==> src/rtl/in_channel.sv <==
// Host-to-machine input channel: a word FIFO filled by a valid/ready host port and drained
// by single-cycle "in" read requests that stall in a wait state while the buffer is empty.
module in_channel #(
  parameter int unsigned MemoryElementWidth = 12,
  parameter int unsigned NIn                = 16
) (
  input  logic                          clock,
  input  logic                          resetN,
  input  logic                          inValid,
  input  logic [MemoryElementWidth-1:0] inData,
  output logic                          inReady,
  input  logic                          rdReq,
  output logic                          rdAck,
  output logic [MemoryElementWidth-1:0] rdData,
  output logic                          rdWaiting,
  output logic [$clog2(NIn):0]          inSize,
  input  logic                          clear
);

  localparam int unsigned PtrW = $clog2(NIn);
  localparam logic [PtrW:0] Full = (PtrW + 1)'(NIn);

  typedef enum logic {StIdle, StWait} state_e;

  state_e                        r_state;
  logic [PtrW-1:0]               r_wr_ptr;
  logic [PtrW-1:0]               r_rd_ptr;
  logic [PtrW:0]                 r_size;
  logic                          r_ack;
  logic [MemoryElementWidth-1:0] r_data;
  logic [MemoryElementWidth-1:0] r_mem [NIn];

  logic w_empty;
  logic w_req;
  logic w_push;
  logic w_pop;

  assign w_empty = (r_size == '0);
  assign inReady = resetN && !clear && (r_size < Full);
  assign w_push  = inValid && inReady;
  // A request is only honoured in IDLE and never in the cycle its predecessor is acked.
  assign w_req   = rdReq && !r_ack && (r_state == StIdle);
  assign w_pop   = resetN && !clear && !w_empty && ((r_state == StWait) || w_req);

  assign rdAck     = r_ack;
  assign rdData    = r_data;
  assign rdWaiting = (r_state == StWait);
  assign inSize    = r_size;

  always_ff @(posedge clock) begin
    if (w_push) begin
      r_mem[r_wr_ptr] <= inData;
    end
  end

  always_ff @(posedge clock) begin
    if (!resetN) begin
      r_state  <= StIdle;
      r_wr_ptr <= '0;
      r_rd_ptr <= '0;
      r_size   <= '0;
      r_ack    <= 1'b0;
      r_data   <= '0;
    end else if (clear) begin
      r_state  <= StIdle;
      r_wr_ptr <= '0;
      r_rd_ptr <= '0;
      r_size   <= '0;
      r_ack    <= 1'b0;
    end else begin
      r_ack <= w_pop;
      if (w_push) begin
        r_wr_ptr <= r_wr_ptr + 1'b1;
      end
      if (w_pop) begin
        r_rd_ptr <= r_rd_ptr + 1'b1;
        r_data   <= r_mem[r_rd_ptr];
      end
      case ({w_push, w_pop})
        2'b10:   r_size <= r_size + 1'b1;
        2'b01:   r_size <= r_size - 1'b1;
        default: r_size <= r_size;
      endcase
      case (r_state)
        StIdle: if (w_req && w_empty) r_state <= StWait;
        StWait: if (w_pop) r_state <= StIdle;
        default: r_state <= StIdle;
      endcase
    end
  end

endmodule

==> config.mk <==
export PLATFORM = sky130hd
export DESIGN_NAME = in_channel
export DESIGN_NICKNAME = d
export VERILOG_FILES = /design/src/rtl/in_channel.sv
export SDC_FILE = /design/constraint.sdc
export NUM_CORES = 1
export LEC_CHECK = 0
export CELL_PAD_IN_SITES_DETAIL_PLACEMENT = 0
export CELL_PAD_IN_SITES_GLOBAL_PLACEMENT = 1
export CORE_MARGIN = 4
export CORE_UTILIZATION = 51
export CTS_CLUSTER_SIZE = 10
export DETAILED_ROUTE_END_ITERATION = 10
export GPL_TIMING_DRIVEN = 0
export PLACE_DENSITY_LB_ADDON = 0.1
export SLEW_MARGIN = 20
export SYNTH_ARGS = -nofsm -noshare
export SYNTH_HDL_FRONTEND = slang
export SYNTH_SLANG_ARGS = --single-unit
==> constraint.sdc <==
create_clock -name clock -period 3.65 [get_ports clock]
set_input_delay 0.73 -clock clock [delete_from_list [all_inputs] [get_ports clock]]
set_output_delay 0.73 -clock clock [all_outputs]
set_load 0.01 [all_outputs]
==> impl_metrics.tcl <==
set metrics [dict create \
    hp-class "register to register" \
    nets 540 \
    finalCriticalPeriod_ps 3360 \
    grtUsageTotal_pct 18.7 \
    area_growth_pct 17.9 \
    cts.clk_slew.worst_paths_ps 50 \
    die-area_mm2 0.0191 \
    hold_ws_ps 485 \
    setup-tns-final_ps 0 \
    tightest_slew_ps 840 \
    globalplace.congestion 0.815 \
    dr.pass1.iters 4 \
    dp.final_hpwl_um 11700 \
    insertion_delay_ps 510 \
    core-area_mm2 0.0166 \
    drive_gt1_share_pct 18.0 \
    finClkSkew_ps 9.81 \
    async_flop_share_pct 0 \
    grt_max_degree 17 \
    period_share_pct 92.0 \
    cap_violations 0 \
    synth.largest_area_cell "edfxtp_1" \
    die_w_um 138 \
    synthDistinctLibCells 40 \
    fillCellCount 1198 \
    clockRootBuffer "clkbuf_16" \
    hold_violations 0 \
    dp.cells 705 \
    drt-total-wl_um 17900 \
    ant_nets 0 \
    ir_worst_vdd_mv 0.383 \
    required_ps 4040 \
    fmax_ghz 0.298 \
    drc 0 \
    num_rows 47 \
    clock_sinks 219 \
    synth_area_leaders "edfxtp_1 67%, mux4_1 7.9%, dfxtp_1 6.2%, mux4_2 5.7%, a22oi_1 2.1%" \
    portBuffers 36 \
    avgRoutedWirePerCell_um 23.7 \
    total_power_w 0.00517 \
    slowest_delay_ps 450 \
    ys_warn_count 0 \
    synth_top_flop_cell "edfxtp_1" \
    synth_edf_count 192 \
    crit_slowest_cell "clkdlybuf4s50_1" \
    grt_pass1_vias 4488 \
    die_height_um 138 \
    setup_viol 0 \
    syn_inst 445 \
    netlist_area_mm2 0.00866 \
    crit_fanout 10 \
    drv_slew 0 \
    initial_core_util_pct 52.2 \
    crit_path_frequent_cell "buf_4" \
    synth.top_cell.area_share_pct 66.6 \
    synth_common_cells "192 x edfxtp_1, 27 x dfxtp_1, 26 x mux4_1" \
    syn_area_per_cell_um2 19.5 \
    numCtsBuffers 26 \
    rsz0062_at_grt "false" \
    endpoint_kind "register" \
    syn_nets 470 \
    grt_pass1_wl_um 27300 \
    via_count 4388 \
    grt-ovfl-total 0 \
    crit_chain "clkdlybuf4s50_1 > nor2b_1 > o21ai_2 > or2_1 > buf_4 > buf_4 > inv_2 > ha_1 > clkbuf_4 > xor2_1 > ha_2 > a31oi_1 > o21ai_1 > mux2i_1 > mux2_1" \
    worstSetupStartpointType "primary input" \
    first_iter_violations 349 \
    cp_data_arrival_time_ps 3750 \
    yosysMostFrequentCell "edfxtp_1" \
    p_leak_nw 3.30 \
    p_per_area_mw_per_mm2 507 \
    placed_area_mm2 0.00939 \
    ioPinCount 37 \
    n_antenna_cell 0 \
    h-tree-depth 1 \
    worstSetupPathType "primary input to register" \
    stdcell_count 754 \
    grt_antenna_before_repair 0 \
    ys_seq_elements 219 \
    ys_seq_area_share_pct 72.8 \
    vias_per_cell 5.82 \
    design_area_mm2 0.0102 \
    outcome "completed" \
    clockBufferDepth 3 \
    tritoncts "built" \
    relSlewSlack_pct 44.0 \
]
[worst paths after layout]
kind                                start         to  slack, ps  depth (start not counted)
worst max-delay path                rdReq  inSize[4]        290                         15
worst min-delay path            rdData[1]  rdData[1]        490                          1
worst max register to register  inSize[1]  inSize[4]        390                         14
worst min register to register  rdData[1]  rdData[1]        490                          1
[report_power, final]
part | leakage, nW | total (W) | switching, W | internal [W]
sequential | 1.95 | 0.00274 | 0.00000437 | 0.00273
combinational | 0.982 | 0.000104 | 0.0000629 | 0.0000411
clock | 0.375 | 0.00233 | 0.000911 | 0.00142
total | 3.30 | 0.00517 | 0.000978 | 0.00419
[critical path: cells and delay by family]
kind                     cells  cell delay, ps
multiplexers                 2             590
adder cells (fa/ha/maj)      2             400
XOR/XNOR                     1             170
buffers and inverters        5            1090
AO/OA/AOI/OAI                3             300
AND/OR/NAND/NOR              2             460
[cells by family (layout without fill, tap and decap cells)]
group,Yosys count,count (layout),share of synthesized area (%)
buffers and inverters,31,120,2.31
AND/OR/NAND/NOR,66,66,3.83
flip-flops,219,219,72.8
multiplexers,53,53,14.2
adder cells (fa/ha/maj),8,8,1.16
XOR/XNOR,9,9,0.910
AO/OA/AOI/OAI,59,59,4.74
[placed cells by master (no fill, tap or decap), types with 5 or more instances in the layout]
cell type / n
mux4_2: 22
nor2_2: 12
nor2_1: 11
buf_4: 6
a21oi_1: 16
nand2_1: 10
buf_6: 5
a31o_1: 12
a22oi_1: 24
dfxtp_1: 27
clkbuf_16: 27
clkbuf_1: 25
edfxtp_1: 192
mux4_1: 26
nand3_1: 5
ha_1: 7
nor2b_1: 7
xor2_1: 5
clkdlybuf4s50_1: 35
nand2b_1: 5
[what timing repair did]
action | in CTS | in global routing
endpoints found under the hold margin | 0 | 0
cloned | 0 | 0
pin swaps | 0 | 0
hold buffers | 0 | 0
endpoints found under the setup margin | 1 | 1
setup buffers | 0 | 2
gates resized for setup | 1 | 5
[flip-flops by register name, indices dropped and copies added (netlist names)]
register / cells
inSize: 5
r_mem: 192
r_rd_ptr: 4
r_wr_ptr: 4
rdAck: 1
rdData: 12
rdWaiting: 1
[stage by stage]
stage          setup slack [ps]  util, %
2_1_floorplan               460        -
3_3_place_gp               -495     56.0
3_5_place_dp               -504     56.6
4_1_cts                    71.3     61.3
5_1_grt                    73.4     61.5
6_report                    293     61.5
[final cells by class]
cell class                      instances  area, um2  share of cell area [%]
Sequential cell                       219       6310                    61.8
Timing Repair Buffer                   42        423                    4.14
Inverter                                6       22.5                   0.221
Clock inverter                          2       7.51                  0.0736
Buffer                                 25        180                    1.77
Tap cell                              220        275                    2.70
Multi-Input combinational cell        195       2220                    21.7
Clock buffer                           45        773                    7.58
[metal layers]
layer	global-route usage, %	routed length (um)	vias to the layer above
met3	3.18	1210	26
met1	26.7	7590	2260
met4	4.73	335	0
met2	30.4	8770	138
met5	0	0	-
li1	-	-	1964
Note: power is estimated with default switching activity, not from simulation.
